### src/rtl/instruction_fetch_pkg.sv
// Shared fetch-path constants and the {pc, instruction} bundle type.
// Reused by the cache, decode and execute stages.
`ifndef INSTRUCTION_FETCH_PKG_SV
`define INSTRUCTION_FETCH_PKG_SV

package instruction_fetch_pkg;

    localparam int INSTR_WIDTH = 32;
    localparam int ADDR_WIDTH  = 32;

    localparam logic [ADDR_WIDTH-1:0] PC_STEP          = 32'd4;
    localparam logic [ADDR_WIDTH-1:0] RESET_PC_DEFAULT = 32'h0000_0000;

    typedef struct packed {
        logic [ADDR_WIDTH-1:0]  pc;
        logic [INSTR_WIDTH-1:0] instr;
    } fetch_entry_t;

    function automatic logic [ADDR_WIDTH-1:0] align_pc(
        input logic [ADDR_WIDTH-1:0] a
    );
        return {a[ADDR_WIDTH-1:2], 2'b00};
    endfunction

endpackage

`endif

### src/rtl/instruction_fetch_queue.sv
// Circular fetch queue; pointers wrap naturally, flush empties it.
// Storage is not reset: the head is only meaningful while not empty.
module instruction_fetch_queue
    import instruction_fetch_pkg::*;
#(
    parameter int DEPTH = 2,
    localparam int PW = $clog2(DEPTH),
    localparam int CW = PW + 1
) (
    input  logic          clock,
    input  logic          reset_n,
    input  logic          push,
    input  logic          pop,
    input  logic          flush,
    input  fetch_entry_t  push_data,
    output fetch_entry_t  head,
    output logic          full,
    output logic          empty,
    output logic [CW-1:0] count
);

    fetch_entry_t mem [DEPTH];

    logic [PW-1:0] rd_ptr;
    logic [PW-1:0] wr_ptr;
    logic          pop_ok;

    assign empty  = (count == '0);
    assign full   = (count == CW'(DEPTH));
    assign pop_ok = pop && !empty;
    assign head   = mem[rd_ptr];

    always_ff @(posedge clock) begin
        if (push && !flush)
            mem[wr_ptr] <= push_data;
    end

    always_ff @(posedge clock or negedge reset_n) begin
        if (!reset_n) begin
            rd_ptr <= '0;
            wr_ptr <= '0;
            count  <= '0;
        end else if (flush) begin
            rd_ptr <= '0;
            wr_ptr <= '0;
            count  <= '0;
        end else begin
            if (push)
                wr_ptr <= wr_ptr + PW'(1);
            if (pop_ok)
                rd_ptr <= rd_ptr + PW'(1);
            unique case ({push, pop_ok})
                2'b10:   count <= count + CW'(1);
                2'b01:   count <= count - CW'(1);
                default: count <= count;
            endcase
        end
    end

endmodule

### src/rtl/instruction_fetch.sv
// Fetch stage: owns the PC, issues cache reads, queues {pc, instr}
// pairs for decode and squashes in-flight work on a redirect.
module instruction_fetch
    import instruction_fetch_pkg::*;
#(
    parameter logic [ADDR_WIDTH-1:0] RESET_PC    = RESET_PC_DEFAULT,
    parameter int                    QUEUE_DEPTH = 2
) (
    input  logic                   clock,
    input  logic                   reset_n,
    output logic [ADDR_WIDTH-1:0]  PC,
    input  logic [INSTR_WIDTH-1:0] instruction,
    input  logic                   redirect_valid,
    input  logic [ADDR_WIDTH-1:0]  redirect_pc,
    output logic                   out_valid,
    input  logic                   out_ready,
    output logic [INSTR_WIDTH-1:0] out_instruction,
    output logic [ADDR_WIDTH-1:0]  out_pc
);

    localparam int CW = $clog2(QUEUE_DEPTH) + 1;

    logic [ADDR_WIDTH-1:0] fetch_pc;
    logic [ADDR_WIDTH-1:0] inflight_pc;
    logic                  inflight;

    logic          deq;
    logic          push;
    logic          issue;
    logic          full;
    logic          empty;
    logic [CW-1:0] count;
    logic [CW-1:0] occupancy;
    fetch_entry_t  push_data;
    fetch_entry_t  head;

    assign PC        = fetch_pc;
    assign out_valid = !empty;
    assign deq       = out_valid && out_ready;
    assign push      = inflight && !redirect_valid;

    // Credit: entries held plus the response already on its way.
    assign occupancy = count + CW'(inflight) - CW'(deq);
    assign issue     = !redirect_valid && (occupancy < CW'(QUEUE_DEPTH));

    assign push_data.pc    = inflight_pc;
    assign push_data.instr = instruction;

    assign out_instruction = empty ? '0 : head.instr;
    assign out_pc          = empty ? '0 : head.pc;

    always_ff @(posedge clock or negedge reset_n) begin
        if (!reset_n) begin
            fetch_pc    <= RESET_PC;
            inflight    <= 1'b0;
            inflight_pc <= '0;
        end else if (redirect_valid) begin
            fetch_pc <= align_pc(redirect_pc);
            inflight <= 1'b0;
        end else if (issue) begin
            inflight    <= 1'b1;
            inflight_pc <= fetch_pc;
            fetch_pc    <= fetch_pc + PC_STEP;
        end else begin
            inflight <= 1'b0;
        end
    end

    instruction_fetch_queue #(
        .DEPTH (QUEUE_DEPTH)
    ) u_queue (
        .clock     (clock),
        .reset_n   (reset_n),
        .push      (push),
        .pop       (deq),
        .flush     (redirect_valid),
        .push_data (push_data),
        .head      (head),
        .full      (full),
        .empty     (empty),
        .count     (count)
    );

    a_no_overflow: assert property (
        @(posedge clock) disable iff (!reset_n) !(push && full)
    );

endmodule
### config.mk
export PLATFORM = sky130hd
export DESIGN_NAME = instruction_fetch
export DESIGN_NICKNAME = d
export VERILOG_FILES = /design/src/rtl/instruction_fetch_pkg.sv /design/src/rtl/instruction_fetch_queue.sv /design/src/rtl/instruction_fetch.sv
export SDC_FILE = /design/constraint.sdc
export NUM_CORES = 1
export LEC_CHECK = 0
export CORE_UTILIZATION = 54
export CTS_BUF_LIST = sky130_fd_sc_hd__clkbuf_4
export CTS_CLUSTER_DIAMETER = 150
export DETAILED_ROUTE_END_ITERATION = 12
export GPL_TIMING_DRIVEN = 0
export PLACE_DENSITY = 0.82
export SLEW_MARGIN = 20
export SYNTH_ARGS = -nofsm -noshare
export SYNTH_HDL_FRONTEND = slang
export SYNTH_HIERARCHICAL = 1
export SYNTH_SLANG_ARGS = --single-unit
### constraint.sdc
create_clock -name clock -period 4.65 [get_ports clock]
set_input_delay 0.465 -clock clock [delete_from_list [all_inputs] [get_ports clock]]
set_output_delay 0.465 -clock clock [all_outputs]
set_load 0.05 [all_outputs]
---- Yosys cells after proc, flatten, opt, wreduce, memory -nomap -nowiden ----
Memories as Yosys holds them, arrays and structs flattened.
Cells that the tools add are included.
operators by class
  mux-type cells .......................... 14
  equal/unequal tests ..................... 2
  magnitude comparators ................... 1
  add/sub/neg operators ................... 7
  bitwise gates (word level) .............. 1
  reductions and logical operators ........ 13
operator list
  kind                                                                   number
  32-bit two-way mux                                                     4
  32-bit by 3-bit adder with 32-bit output, second input constant        1
  1-bit two-way mux                                                      8
  2-bit nonzero test                                                     3
  1-bit logical AND                                                      5
  2-bit case mux with 2 select lines                                     1
  3-bit nonzero test                                                     1
  1-bit adder, second input constant                                     2
  2-bit by 1-bit adder with 2-bit output                                 1
  2-bit by 1-bit adder with 2-bit output, second input constant          1
  2-bit by 1-bit equality test with 1-bit output, second input constant  1
  2-bit equality test, second input constant                             1
  1-bit logical NOT                                                      2
  2-bit logical NOT                                                      1
  2-bit < comparator, second input constant                              1
  2-bit two-way mux                                                      1
  2-bit AND reduction                                                    1
  2-bit by 1-bit subtractor with 2-bit output                            1
  2-bit by 1-bit subtractor with 2-bit output, second input constant     1
  1-bit NOT                                                              1
storage, ports and cells
  bits in registers ....................... 69
  memory bits (writable) .................. 128
  output and inout port bits .............. 97
  memories kept ........................... 1
  word-level logic and storage cells ...... 45
  bits of input ports ..................... 68
memory list
  name         depth  bits a word  rd ports  clocked after Yosys merged registers in  write ports  line                           text
  u_queue.mem  2      64           1         0                                        1            instruction_fetch_queue.sv:22  fetch_entry_t mem [DEPTH];

---- Longest topological paths before layout ----
Gate-level depths: netlist of the first run.
  word-level depth ........................ 8
  mapped depth ............................ 9
  mapped depth without buffers ............ 7

---- By module ----
Netlist of the first run, hierarchy kept.
by module, submodules not included
  module                   area an instance (um^2)  cells an instance  times used  seq. area each (um^2)
  instruction_fetch_queue  5048.6                   224                1           3943.8
  instruction_fetch        3734.8                   407                1           1526.5

---- Worst setup path before layout of the first run ----
No wires, ideal clock.
  path type ............................... input -> register
  from .................................... input port redirect_valid
  to ...................................... memory u_queue/mem[0][0] (netlist name), enable pin
  data required time ...................... 4.164 ns
  path slack .............................. 0.231 ns
  library setup time ...................... 0.486 ns
  arrival time ............................ 3.933 ns
  buffers on the path ..................... 2
  stages .................................. 5
  cell sequence ........................... clkbuf_1 > clkbuf_1 > nor2b_1 > nand2b_1 > nor2_1
between the ends
  word-level cells in the longest chain between the ends .. 5
RTL lines
  item                                     line                           text
  start: declaration                       instruction_fetch.sv:13        input logic redirect_valid,
  1-bit logical NOT                        instruction_fetch.sv:40        assign push = inflight && !redirect_valid;
  1-bit logical AND                        instruction_fetch.sv:40
  named net push                           instruction_fetch.sv:28        logic push;
  1-bit logical AND                        instruction_fetch_queue.sv:34  if (push && !flush)
  1-bit two-way mux                        instruction_fetch_queue.sv:34
  1-bit two-way mux (implied by the code)  instruction_fetch_queue.sv:35  mem[wr_ptr] <= push_data;
  end: declaration                         instruction_fetch_queue.sv:22
The timed path passes the listed nets, and every way through them passes these cells.

---- Worst setup path in the final report of the first run ----
  from .................................... register u_queue.count[1]
  to ...................................... register fetch_pc[9], in the netlist PC[9]
between the ends
  word-level cells in the longest chain between the ends .. 7
  elaborated cells between the ends (all ways) .. 8
  those cells by class .................... add/sub: 2; order compare: 1; reduce/logical: 5
RTL lines
  item                                         line                           text
  start: declaration                           instruction_fetch_queue.sv:19  output logic [CW-1:0] count
  start signal: assignment                     instruction_fetch_queue.sv:53  2'b10: count <= count + CW'(1);
  start signal: assignment                     instruction_fetch_queue.sv:54  2'b01: count <= count - CW'(1);
  start signal: assignment                     instruction_fetch_queue.sv:55  default: count <= count;
  2-bit logical NOT                            instruction_fetch_queue.sv:28  assign empty = (count == '0);
  named net empty                              instruction_fetch.sv:31        logic empty;
  1-bit logical NOT                            instruction_fetch.sv:38        assign out_valid = !empty;
  1-bit logical AND                            instruction_fetch.sv:39        assign deq = out_valid && out_ready;
  named net deq                                instruction_fetch.sv:27        logic deq;
  2-bit by 1-bit subtractor with 2-bit output  instruction_fetch.sv:43        assign occupancy = count + CW'(inflight) - CW'(deq);
  2-bit < comparator                           instruction_fetch.sv:44        assign issue = !redirect_valid && (occupancy < CW'(QUEUE_DEPTH));
  1-bit logical AND                            instruction_fetch.sv:44
  2-bit nonzero test (no line)                 n/a
  end signal: assignment                       instruction_fetch.sv:58        fetch_pc <= align_pc(redirect_pc);
  end signal: assignment                       instruction_fetch.sv:63        fetch_pc <= fetch_pc + PC_STEP;
  end: declaration                             instruction_fetch.sv:23        logic [ADDR_WIDTH-1:0] fetch_pc;
The timed path passes the listed nets, and every way through them passes these cells.
A chain may end at the register's enable or synchronous reset.

==> results of run 1 <==
-- cells in the final DEF (no fill, tap or decap), types with 9 or more instances in the layout --
cell type / count
sky130_fd_sc_hd__dfrtp_1: 65
sky130_fd_sc_hd__nor3_1: 13
sky130_fd_sc_hd__clkbuf_1: 20
sky130_fd_sc_hd__a21oi_1: 9
sky130_fd_sc_hd__nor2_1: 20
sky130_fd_sc_hd__nand2_1: 14
sky130_fd_sc_hd__nand4_1: 17
sky130_fd_sc_hd__edfxtp_1: 128
sky130_fd_sc_hd__mux2_4: 50
sky130_fd_sc_hd__clkbuf_4: 20
sky130_fd_sc_hd__nand3_1: 33
sky130_fd_sc_hd__clkdlybuf4s50_1: 159
sky130_fd_sc_hd__nor2b_1: 83
sky130_fd_sc_hd__mux2_2: 44
sky130_fd_sc_hd__o21ai_0: 21
-- worst max-delay path, stage by stage (launching register included) --
cell	delay (ns)
sky130_fd_sc_hd__dfrtp_1	0.48
sky130_fd_sc_hd__nor2_1	0.22
sky130_fd_sc_hd__clkbuf_1	0.51
sky130_fd_sc_hd__nor2b_1	0.27
sky130_fd_sc_hd__ha_1	0.28
sky130_fd_sc_hd__xnor2_1	0.17
sky130_fd_sc_hd__xnor2_1	0.78
sky130_fd_sc_hd__clkbuf_1	0.50
sky130_fd_sc_hd__o21ai_0	0.18
sky130_fd_sc_hd__a31oi_1	0.19
-- through the flow --
step	std cells	setup TNS, ns	instance area [um2]	worst slack, ns	total power [W]
after floorplan	635	0	8800	0.231	0.00278
after global placement	1011	-280.02	10700	-2.19	0.00312
after detailed placement	1018	0	10900	0.687	0.00317
after CTS	1051	0	11200	0.983	0.00410
after global routing	1051	0	11200	0.805	0.00424
final	1051	0	11200	0.995	0.00407
-- worst max path at each step --
stage | startpoint | to | slack (ns) | cells past startpoint
finish | u_queue/count[1]$_DFFE_PN0P_ | PC[9]$_DFFE_PN0P_ | 0.99 | 9
CTS | u_queue/count[0]$_DFFE_PN0P_ | out_pc[13] | 0.98 | 5
global route | u_queue/count[1]$_DFFE_PN0P_ | PC[10]$_DFFE_PN0P_ | 0.80 | 9
global placement | redirect_valid | u_queue/mem[1][37]$_DFFE_PP_ | -2.19 | 6
detailed placement | redirect_valid | u_queue/mem[1][10]$_DFFE_PP_ | 0.69 | 9
floorplan | redirect_valid | u_queue/mem[0][0]$_DFFE_PP_ | 0.23 | 5
-- layout make-up --
cell class | instances | area [um2] | share of cell area [%]
clock inverter | 12 | 156 | 1.40
tap | 216 | 270 | 2.42
sequential | 193 | 5470 | 48.9
clock buffer | 20 | 150 | 1.34
timing repair buffer | 168 | 1790 | 16.0
multi-input combinational | 398 | 3120 | 27.9
buffer | 36 | 196 | 1.76
inverter | 8 | 30.0 | 0.268
-- state kept, by name, indices dropped and copies added (netlist names) --
signal          count
u_queue/mem       128
u_queue/rd_ptr      1
inflight            1
inflight_pc        30
u_queue/count       2
u_queue/wr_ptr      1
PC                 30
-- power groups by stage --
stage          clock network, W  registers, W  logic (W)
4_1_cts                0.000964       0.00217   0.000965
5_1_grt                 0.00103       0.00219    0.00102
6_report               0.000940       0.00217   0.000963
3_3_place_gp                  0       0.00219   0.000922
2_1_floorplan                 0       0.00227   0.000508
3_5_place_dp                  0       0.00221   0.000960
-- layer usage --
metal / track usage (%) / vias to the layer above / wire length (um)
met5: 0 / - / 0
met4: 7.18 / 0 / 229
met3: 6.32 / 22 / 1680
met2: 40.5 / 304 / 9560
met1: 31.6 / 2900 / 8370
li1: - / 2747 / -
==> reports/metrics.sh, run 1 <==
P_PER_AREA_mW_PER_MM2=364
IO_PINS=165
DETAIL_ROUTE.FIRST_PASS.ITERATIONS=5
DIE_WIDTH_UM=129
DIE_AREA_MM2=0.0168
SYN_AREA_MM2=0.00878
WORST-R2R-SETUP-SLACK_NS=0.99
HOLDCRITPATHCLASS='input pin to asynchronous set/reset pin'
STATIC-LEAKAGE-POWER_nW=3.92
SKEW_NS=0.0230
FINISH.NET_COUNT=892
SETUP_VIOL=0
RSZ_0062_RAISED_AFTER_GLOBAL_ROUTING='false'
CTS-BUFFERS-INSERTED=17
DRC=0
TOTALWIRELENGTH_UM=19900
SIGNAL_ARRIVAL_TIME_AT_THE_WORST_ENDPOINT_NS=4.14
WORST_PIN_SLEW_NS=1.04
TOTAL_NUMBER_OF_YOSYS_WARNINGS=6
CLKTRANSATPATHREGS_NS=0.16
CRIT-REG2REG-CAPTURE='PC[9]$_DFFE_PN0P_'
INSTANCE_COUNT_OF_THE_MAPPED_NETLIST=630
WORST_HOLD_SLACK_NS=0.332
NUMBER_OF_GLOBAL_ROUTE_VIAS_BEFORE_REPAIR=5949
ANTENNA_FOUND_INITIAL=0
WIRE_LENGTH_OF_THE_FIRST_GLOBAL_ROUTING_PASS_UM=30700
GR-USAGE-ALL-LAYERS_PCT=24.3
CRITICAL_PATH.ENDPOINT_TYPE='register'
MAX_FREQ_GHz=0.274
AVGVIACOUNTPERCELL=5.68
SWITCHING_POWER_W=0.00127
IRDROPWORSTVDD_mV=0.210
CRITICAL_PATH_CLASS='register to register'
P_CLK_SHARE_PCT=23.1
FLOORPLAN.DIE.HEIGHT_UM=129
PLACEMENT.IO_BUFFERS=160
CTS.ROOT.BUFFER_CELL='sky130_fd_sc_hd__clkbuf_4'
CTS.HOLD.BUFFERS_ADDED=1
ANTENNA_CELLS_INSERTED=0
VIA_COUNT=5973
HPWL_DP_UM=14300
DETAIL_ROUTE.WL_PER_CELL_UM=18.9
FRACTION_OF_POWER_SPENT_SWITCHING_NETS_PCT=31.2
CRIT-REG2REG-LAUNCH='u_queue/count[1]$_DFFE_PN0P_'
START_KIND='register'
GP_CONGESTION=0.820
CTS_SETUP_BUFFERS=0
LARGEST_NET_DEGREE_AT_THE_START_OF_GLOBAL_ROUTING=43
CTSLONGESTPATHBUFFERS=2
OVERFLOW=0
WORST-PATH-MAX-FANOUT=10
ROWS=46
WORST_SKEW_PAIR.LATE_LATENCY_NS=0.55
DRV.MAX_CAP_VIOLATION_COUNT=0
REG2REG_PATH_DEPTH=9
CTS_SINKS=193
LAYOUT-DRIVE-GT1-SHARE_PCT=18.4
POST_CTS_RESIZED=0
SYN_AVG_CELL_AREA_UM2=13.9
DRTITER0DRC=391
AREA_ADDED_BETWEEN_SYNTHESIS_AND_FINISH_PCT=27.5
STATUS='completed'
POSTLAYOUTCOREUTIL_PCT=70.4
TIMING_MAX_TRANSITION_VIOLATIONS_FINAL=0
FINALCRITPERIODSHARE_PCT=78.6
TOTAL_NUMBER_OF_H_TREE_LEVELS=4
CTS_TREE='done'
WORST_EP_REQUIRED_TIME_NS=5.14
FIN_CRIT_NS=3.66
CELL_INTERNAL_PWR_W=0.00281
PART_OF_THE_TOTAL_POWER_DISSIPATED_IN_COMBINATIONAL_LOGIC_PCT=23.6
MAX-SLEW-MARGIN-REL_PCT=30.0
INITIAL_CORE_UTIL_PCT=55.3
FILLCELLCOUNT=1108
FINALHOLDVIOLCOUNT=0
PWR-SHARE-SEQ_PCT=53.3
FLOORPLAN.CORE_AREA_MM2=0.0159
DRTANTENNAVIOLNETS=0
Note: power is estimated with default switching activity, not from simulation.
==> run 2: changes to the inputs <==
--- a/config.mk
+++ b/config.mk
@@ -5,12 +5,12 @@
 export SDC_FILE = /design/constraint.sdc
 export NUM_CORES = 1
 export LEC_CHECK = 0
-export CORE_UTILIZATION = 54
+export CORE_UTILIZATION = 49
 export CTS_BUF_LIST = sky130_fd_sc_hd__clkbuf_4
 export CTS_CLUSTER_DIAMETER = 150
 export DETAILED_ROUTE_END_ITERATION = 12
 export GPL_TIMING_DRIVEN = 0
-export PLACE_DENSITY = 0.82
+export PLACE_DENSITY = 0.79
 export SLEW_MARGIN = 20
 export SYNTH_ARGS = -nofsm -noshare
 export SYNTH_HDL_FRONTEND = slang
==> constraint.sdc (replaced) <==
create_clock -name clock -period 3.2 [get_ports clock]
set_input_delay 0.32 -clock clock [delete_from_list [all_inputs] [get_ports clock]]
set_output_delay 0.32 -clock clock [all_outputs]
set_load 0.05 [all_outputs]
==> reports/metrics.sh, run 2 (synthesis results as in run 1) <==
STATUS='completed'
TOTAL_NUMBER_OF_H_TREE_LEVELS=4  # unchanged
GRT.MET3_USAGE_PCT=5.26  # -1.1 points
PLACEMENT.IO_BUFFERS=160  # unchanged
HOLDCRITPATHCLASS='input pin to asynchronous set/reset pin'
DRV.MAX_CAP_VIOLATION_COUNT=0  # unchanged
WORST-PATH-MAX-FANOUT=10  # unchanged
MOST_FREQUENT_CELLS_IN_THE_LAYOUT='sky130_fd_sc_hd__clkdlybuf4s50_1, sky130_fd_sc_hd__edfxtp_1, sky130_fd_sc_hd__nor2b_1'
ROWS=48  # +4.3%
WORST_HOLD_SLACK_NS=0.103  # -0.228 ns
OVERFLOW=0  # unchanged
WORST-R2R-SETUP-SLACK_NS=0.15  # -0.84 ns
FINALCRITPERIODSHARE_PCT=95.2  # +17 points
START_KIND='register'
FINISH.NET_COUNT=890  # -0.22%
LARGEST_REGISTER_FFS=128  # unchanged
ANTENNA_CELLS_INSERTED=0  # unchanged
FINALHOLDVIOLCOUNT=0  # unchanged
DIE_AREA_MM2=0.0185  # +10%
LARGEST_NET_DEGREE_AT_THE_START_OF_GLOBAL_ROUTING=54  # +26%
FLOORPLAN.CORE_AREA_MM2=0.0174  # +9.6%
P_CLK_SHARE_PCT=24.4  # +1.3 points
SIGNAL_ARRIVAL_TIME_AT_THE_WORST_ENDPOINT_NS=3.57  # -0.57 ns
P_PER_AREA_mW_PER_MM2=538  # +48%
HPWL_DP_UM=14400  # +0.29%
CTS.ROOT.BUFFER_CELL='sky130_fd_sc_hd__clkbuf_4'
DETAIL_ROUTE.WL_PER_CELL_UM=18.7  # -0.74%
STATIC-LEAKAGE-POWER_nW=3.93  # +0.18%
CTSLONGESTPATHBUFFERS=2  # unchanged
LAYOUT-DRIVE-GT1-SHARE_PCT=19.3  # +0.88 points
WORST_PIN_SLEW_NS=1.05  # +0.00470 ns
AVGVIACOUNTPERCELL=5.55  # -2.4%
FIN_CRIT_NS=3.05  # -0.610 ns
MAX-SLEW-MARGIN-REL_PCT=29.7  # -0.32 points
SETUP_VIOL=0  # unchanged
WIRE_LENGTH_OF_THE_FIRST_GLOBAL_ROUTING_PASS_UM=31000  # +1.2%
WORST_SKEW_PAIR.LATE_LATENCY_NS=0.58  # +0.03 ns
VIA_COUNT=5871  # -1.7%
INITIAL_CORE_UTIL_PCT=50.4  # -4.9 points
GRT_UTIL_MET2_PCT=35.6  # -4.9 points
CRIT-REG2REG-CAPTURE='PC[31]$_DFFE_PN0P_'
CRITICAL_PATH.ENDPOINT_TYPE='register'
CTS-BUFFERS-INSERTED=17  # unchanged
GP_CONGESTION=0.835  # +1.8%
FRACTION_OF_POWER_SPENT_SWITCHING_NETS_PCT=31.2  # about the same
POST_LAYOUT_NONFILLER_INSTANCES=1058  # +0.67%
WORST_EP_REQUIRED_TIME_NS=3.72  # -1.42 ns
FLOORPLAN.DIE.HEIGHT_UM=136  # +4.9%
IO_PINS=165  # unchanged
TOTALWIRELENGTH_UM=19800  # about the same
TIMING_MAX_TRANSITION_VIOLATIONS_FINAL=0  # unchanged
MAX_FREQ_GHz=0.328  # +20%
CRITICAL_PATH_CLASS='register to register'
DRTITER0DRC=344  # -12%
CELL_INTERNAL_PWR_W=0.00414  # +48%
ANTENNA_FOUND_INITIAL=0  # unchanged
PART_OF_THE_TOTAL_POWER_DISSIPATED_IN_COMBINATIONAL_LOGIC_PCT=23.2  # -0.4 points
DETAIL_ROUTE.FIRST_PASS.ITERATIONS=9  # +4
NUMBER_OF_GLOBAL_ROUTE_VIAS_BEFORE_REPAIR=5835  # -1.9%
PLACED_CELLS_INCL_TAPS=1025  # +0.69%
CRIT-REG2REG-LAUNCH='u_queue/count[1]$_DFFE_PN0P_'
DRC=0  # unchanged
PWR-SHARE-SEQ_PCT=52.4  # -0.9 points
CTS_SETUP_BUFFERS=0  # unchanged
GR-USAGE-ALL-LAYERS_PCT=22.3  # -2.0 points
REG2REG_PATH_DEPTH=9  # unchanged
DIE_WIDTH_UM=136  # +4.9%
MAX_FLOP_REGISTER='u_queue/mem'
IRDROPWORSTVDD_mV=0.313  # +49%
GRT_UTIL_MET1_PCT=30.1  # -1.5 points
SKEW_NS=0.0227  # -0.000368 ns
AREA_ADDED_BETWEEN_SYNTHESIS_AND_FINISH_PCT=27.5  # about the same
CTS_TREE='done'
CLKTRANSATPATHREGS_NS=0.16  # about the same
GLOBAL_ROUTE.PEAK_USAGE_LAYER='met2'
SWITCHING_POWER_W=0.00188  # +48%
MOSTFREQUENTLAYOUTCELL='sky130_fd_sc_hd__clkdlybuf4s50_1'
CTS_SINKS=193  # unchanged
DRTANTENNAVIOLNETS=0  # unchanged
==> run 2: cell types whose count changed in the layout (fill, tap and decap cells not counted), moves of 2 or more <==
cell | previous run | this run
sky130_fd_sc_hd__buf_16 | 6 | 3
sky130_fd_sc_hd__clkbuf_1 | 20 | 15
sky130_fd_sc_hd__clkbuf_2 | 0 | 4
sky130_fd_sc_hd__xnor2_1 | 4 | 2
sky130_fd_sc_hd__xnor2_2 | 0 | 2
==> run 2: power groups by stage <==
stage / Combinational (W) / Clock, W / Sequential (W)
after CTS: 0.00140 / 0.00150 / 0.00316
after global routing: 0.00148 / 0.00159 / 0.00319
after floorplan: 0.000740 / 0 / 0.00330
after detailed placement: 0.00139 / 0 / 0.00321
final: 0.00139 / 0.00147 / 0.00316
after global placement: 0.00135 / 0 / 0.00319
==> run 2: area by class of cell <==
type / count / area [um2]
Fill cell: 1317 / 6220
Sequential cell: 193 / 5470
Multi-Input combinational cell: 398 / 3140
Timing Repair Buffer: 166 / 1730
Tap cell: 225 / 282
Buffer: 36 / 205
Clock inverter: 14 / 201
Clock buffer: 18 / 135
Inverter: 8 / 30.0
==> run 2: critical path, stage by stage (launching register included) <==
cell and delay, ns:
sky130_fd_sc_hd__dfrtp_1 0.50, sky130_fd_sc_hd__nor2_1 0.25, sky130_fd_sc_hd__clkbuf_4 0.30, sky130_fd_sc_hd__nor2b_2 0.11, sky130_fd_sc_hd__ha_1 0.30, sky130_fd_sc_hd__nor2b_1 0.25
sky130_fd_sc_hd__xor2_1 0.54, sky130_fd_sc_hd__clkbuf_1 0.46, sky130_fd_sc_hd__nand4_1 0.16, sky130_fd_sc_hd__nand3_1 0.12
==> run 2: routing by layer <==
metal  vias to the layer above  wire, um
li1                       2737         -
met1                      2856      8660
met2                       253      9410
met3                        25      1490
met4                         0       267
met5                         -         0
==> run 2: timing repair <==
item | CTS | global route
hold buffers | 1 | 0
cloned | 0 | 0
setup endpoints to repair | 100 | 88
gates resized for setup | 5 | 6
hold endpoints to repair | 65 | 0
pin swaps | 0 | 0
==> run 2: worst max path at each step <==
stage / startpoint / endpoint
floorplan: redirect_valid / u_queue/mem[0][0]$_DFFE_PP_
global placement: redirect_valid / u_queue/mem[1][25]$_DFFE_PP_
detailed placement: u_queue/count[1]$_DFFE_PN0P_ / inflight_pc[6]$_DFFE_PN0P_
CTS: u_queue/count[0]$_DFFE_PN0P_ / inflight_pc[31]$_DFFE_PN0P_
global route: u_queue/count[1]$_DFFE_PN0P_ / PC[10]$_DFFE_PN0P_
finish: u_queue/count[1]$_DFFE_PN0P_ / PC[31]$_DFFE_PN0P_
==> run 2: through the flow <==
step                 TNS, ns  total power (W)  worst slack [ns]  area, um2  utilization [%]
global route        -0.00155          0.00626          -0.00155      11200             64.3
CTS                        0          0.00606           0.00475      11200             64.2
global placement     -301.30          0.00453             -2.02      10700             61.3
floorplan              -3.39          0.00404           -0.0265       8800                -
finish                     0          0.00602             0.155      11200             64.3
detailed placement    -59.43          0.00460            -0.406      10800             62.1
==> run 3: changes to the inputs <==
--- a/config.mk
+++ b/config.mk
@@ -11,6 +11,7 @@
 export DETAILED_ROUTE_END_ITERATION = 12
 export GPL_TIMING_DRIVEN = 0
 export PLACE_DENSITY = 0.79
+export RECOVER_POWER = 25
 export SLEW_MARGIN = 20
 export SYNTH_ARGS = -nofsm -noshare
 export SYNTH_HDL_FRONTEND = slang
==> reports/metrics.sh, run 3 (synthesis results as in run 1) <==
CLKTRANSATPATHREGS_NS=0.16  # about the same
TOTALWIRELENGTH_UM=19900  # +0.12%
CRITICAL_PATH.ENDPOINT_TYPE='register'
P_PER_AREA_mW_PER_MM2=538  # about the same
MAX-SLEW-MARGIN-REL_PCT=8.16  # -22 points
STATIC-LEAKAGE-POWER_nW=3.92  # about the same
CRIT-REG2REG-LAUNCH='u_queue/count[1]$_DFFE_PN0P_'
MAX_FREQ_GHz=0.328  # -0.12%
LAYOUT.AREA.SEQ_MM2=0.00547  # unchanged
AREA_OF_THE_MULTI_INPUT_GATES_MM2=0.00314  # unchanged
ANTENNA_FOUND_INITIAL=0  # unchanged
START_KIND='register'
MOST_FREQUENT_CELLS_IN_THE_LAYOUT='sky130_fd_sc_hd__edfxtp_1, sky130_fd_sc_hd__clkdlybuf4s50_1, sky130_fd_sc_hd__nor2b_1'
AVGVIACOUNTPERCELL=5.56  # +0.17%
POST_LAYOUT_NONFILLER_INSTANCES=1058  # unchanged
DIE_WIDTH_UM=136  # unchanged
TOTAL_NUMBER_OF_H_TREE_LEVELS=4  # unchanged
DRTITER0DRC=305  # -11%
CRIT-REG2REG-CAPTURE='PC[31]$_DFFE_PN0P_'
PLACEMENT.IO_BUFFERS=160  # unchanged
FLOORPLAN.DIE.HEIGHT_UM=136  # unchanged
GP_CONGESTION=0.835  # unchanged
MOSTFREQUENTLAYOUTCELL='sky130_fd_sc_hd__edfxtp_1'
SETUP_VIOL=0  # unchanged
PLACED_CELLS_INCL_TAPS=1025  # unchanged
LARGEST_REGISTER_FFS=128  # unchanged
AREA_ADDED_BETWEEN_SYNTHESIS_AND_FINISH_PCT=27.2
CTS_TREE='done'
FINALCRITPERIODSHARE_PCT=95.3  # +0.11 points
HPWL_DP_UM=14400  # unchanged
VIA_COUNT=5881  # +0.17%
ANTENNA_CELLS_INSERTED=0  # unchanged
DETAIL_ROUTE.WL_PER_CELL_UM=18.8  # +0.12%
WORST_EP_REQUIRED_TIME_NS=3.72  # about the same
NUMBER_OF_GLOBAL_ROUTE_VIAS_BEFORE_REPAIR=5835  # unchanged
LAYOUT-DRIVE-GT1-SHARE_PCT=19.2  # -0.12 points
WORST_HOLD_SLACK_NS=0.271  # +0.167 ns
INITIAL_CORE_UTIL_PCT=50.4  # unchanged
HOLDCRITPATHCLASS='input pin to asynchronous set/reset pin'
SKEW_NS=0.0207  # -0.00192 ns
FLOORPLAN.CORE_AREA_MM2=0.0174  # unchanged
FINISH.NET_COUNT=890  # unchanged
DIE_AREA_MM2=0.0185  # unchanged
ROWS=48  # unchanged
MAX_FLOP_REGISTER='u_queue/mem'
STATUS='completed'
CTS-BUFFERS-INSERTED=17  # unchanged
CTS_SINKS=193  # unchanged
FILLCELLCOUNT=1322  # +0.38%
DETAIL_ROUTE.FIRST_PASS.ITERATIONS=4  # -5
WORST-R2R-SETUP-SLACK_NS=0.15  # about the same
WIRE_LENGTH_OF_THE_FIRST_GLOBAL_ROUTING_PASS_UM=31000  # unchanged
DRTANTENNAVIOLNETS=0  # unchanged
CTS_SETUP_BUFFERS=0  # unchanged
CTSLONGESTPATHBUFFERS=2  # unchanged
FINALHOLDVIOLCOUNT=0  # unchanged
IO_PINS=165  # unchanged
GR-USAGE-ALL-LAYERS_PCT=22.3  # unchanged
REG2REG_PATH_DEPTH=9  # unchanged
WORST_SKEW_PAIR.LATE_LATENCY_NS=0.58  # about the same
OVERFLOW=0  # unchanged
DRV.MAX_CAP_VIOLATION_COUNT=0  # unchanged
CTS.ROOT.BUFFER_CELL='sky130_fd_sc_hd__clkbuf_4'
LARGEST_NET_DEGREE_AT_THE_START_OF_GLOBAL_ROUTING=54  # unchanged
TIMING_MAX_TRANSITION_VIOLATIONS_FINAL=0  # unchanged
SETUP_TOTAL_NEGATIVE_SLACK_NS=0  # unchanged
SIGNAL_ARRIVAL_TIME_AT_THE_WORST_ENDPOINT_NS=3.57  # about the same
DRC=0  # unchanged
DETAILED_PLACE.AREA_MM2=0.0108  # unchanged
WORST-PATH-MAX-FANOUT=10  # unchanged
WORST_PIN_SLEW_NS=1.38  # +0.331 ns
IRDROPWORSTVDD_mV=0.313  # +0.11%
DESIGN_AREA_MM2=0.0112  # -0.23%
CRITICAL_PATH_CLASS='register to register'
FIN_CRIT_NS=3.05  # +0.00367 ns
run 3: layout make-up:
class | instances | area share, %
clock buffer | 18 | 1.21
inverter | 8 | 0.269
multi-input combinational | 398 | 28.1
timing repair buffer | 166 | 15.3
clock inverter | 14 | 1.80
buffer | 36 | 1.84
tap | 225 | 2.52
sequential | 193 | 49.0
run 3: report_power, final:
| group | total, W | internal [W] | switching (W) |
|---|---|---|---|
| logic | 0.00138 | 0.000554 | 0.000830 |
| registers | 0.00316 | 0.00294 | 0.000222 |
| clock network | 0.00147 | 0.000642 | 0.000825 |
run 3: worst max-delay path by stage:
stage | startpoint | end | cells after the start
2_1_floorplan | redirect_valid | u_queue/mem[0][0]$_DFFE_PP_ | 5
3_3_place_gp | redirect_valid | u_queue/mem[1][25]$_DFFE_PP_ | 6
3_5_place_dp | u_queue/count[1]$_DFFE_PN0P_ | inflight_pc[6]$_DFFE_PN0P_ | 9
4_1_cts | u_queue/count[0]$_DFFE_PN0P_ | inflight_pc[31]$_DFFE_PN0P_ | 9
5_1_grt | u_queue/count[1]$_DFFE_PN0P_ | PC[10]$_DFFE_PN0P_ | 9
6_report | u_queue/count[1]$_DFFE_PN0P_ | PC[31]$_DFFE_PN0P_ | 9
run 3: worst max-delay path: stages, from the launching register on:
cell and delay, ns:
sky130_fd_sc_hd__dfrtp_1 0.50, sky130_fd_sc_hd__nor2_1 0.25, sky130_fd_sc_hd__clkbuf_4 0.30, sky130_fd_sc_hd__nor2b_2 0.11
sky130_fd_sc_hd__ha_1 0.30, sky130_fd_sc_hd__nor2b_1 0.25, sky130_fd_sc_hd__xor2_1 0.55, sky130_fd_sc_hd__clkbuf_1 0.46
sky130_fd_sc_hd__nand4_1 0.17, sky130_fd_sc_hd__nand3_1 0.12
run 3: metal layers:
metal  GRT usage [%]  part of all wire (%)
met1            30.1                    44
met2            35.6                    48
met3            5.26                   7.4
met4            7.37                   1.2
met5               0                     0
run 3: stage by stage:
stage          power, W  setup WS, ns  utilization [%]
2_1_floorplan   0.00404       -0.0265                -
3_3_place_gp    0.00453         -2.02             61.3
3_5_place_dp    0.00460        -0.406             62.1
4_1_cts         0.00606       0.00475             64.2
5_1_grt         0.00625      -0.00155             64.1
6_report        0.00601         0.151             64.1
run 3: what timing repair did:
item | in CTS | in global routing
hold buffers | 1 | 0
gates resized for setup | 5 | 6
cloned | 0 | 0
hold endpoints to repair | 65 | 0
endpoints found under the setup margin | 100 | 88
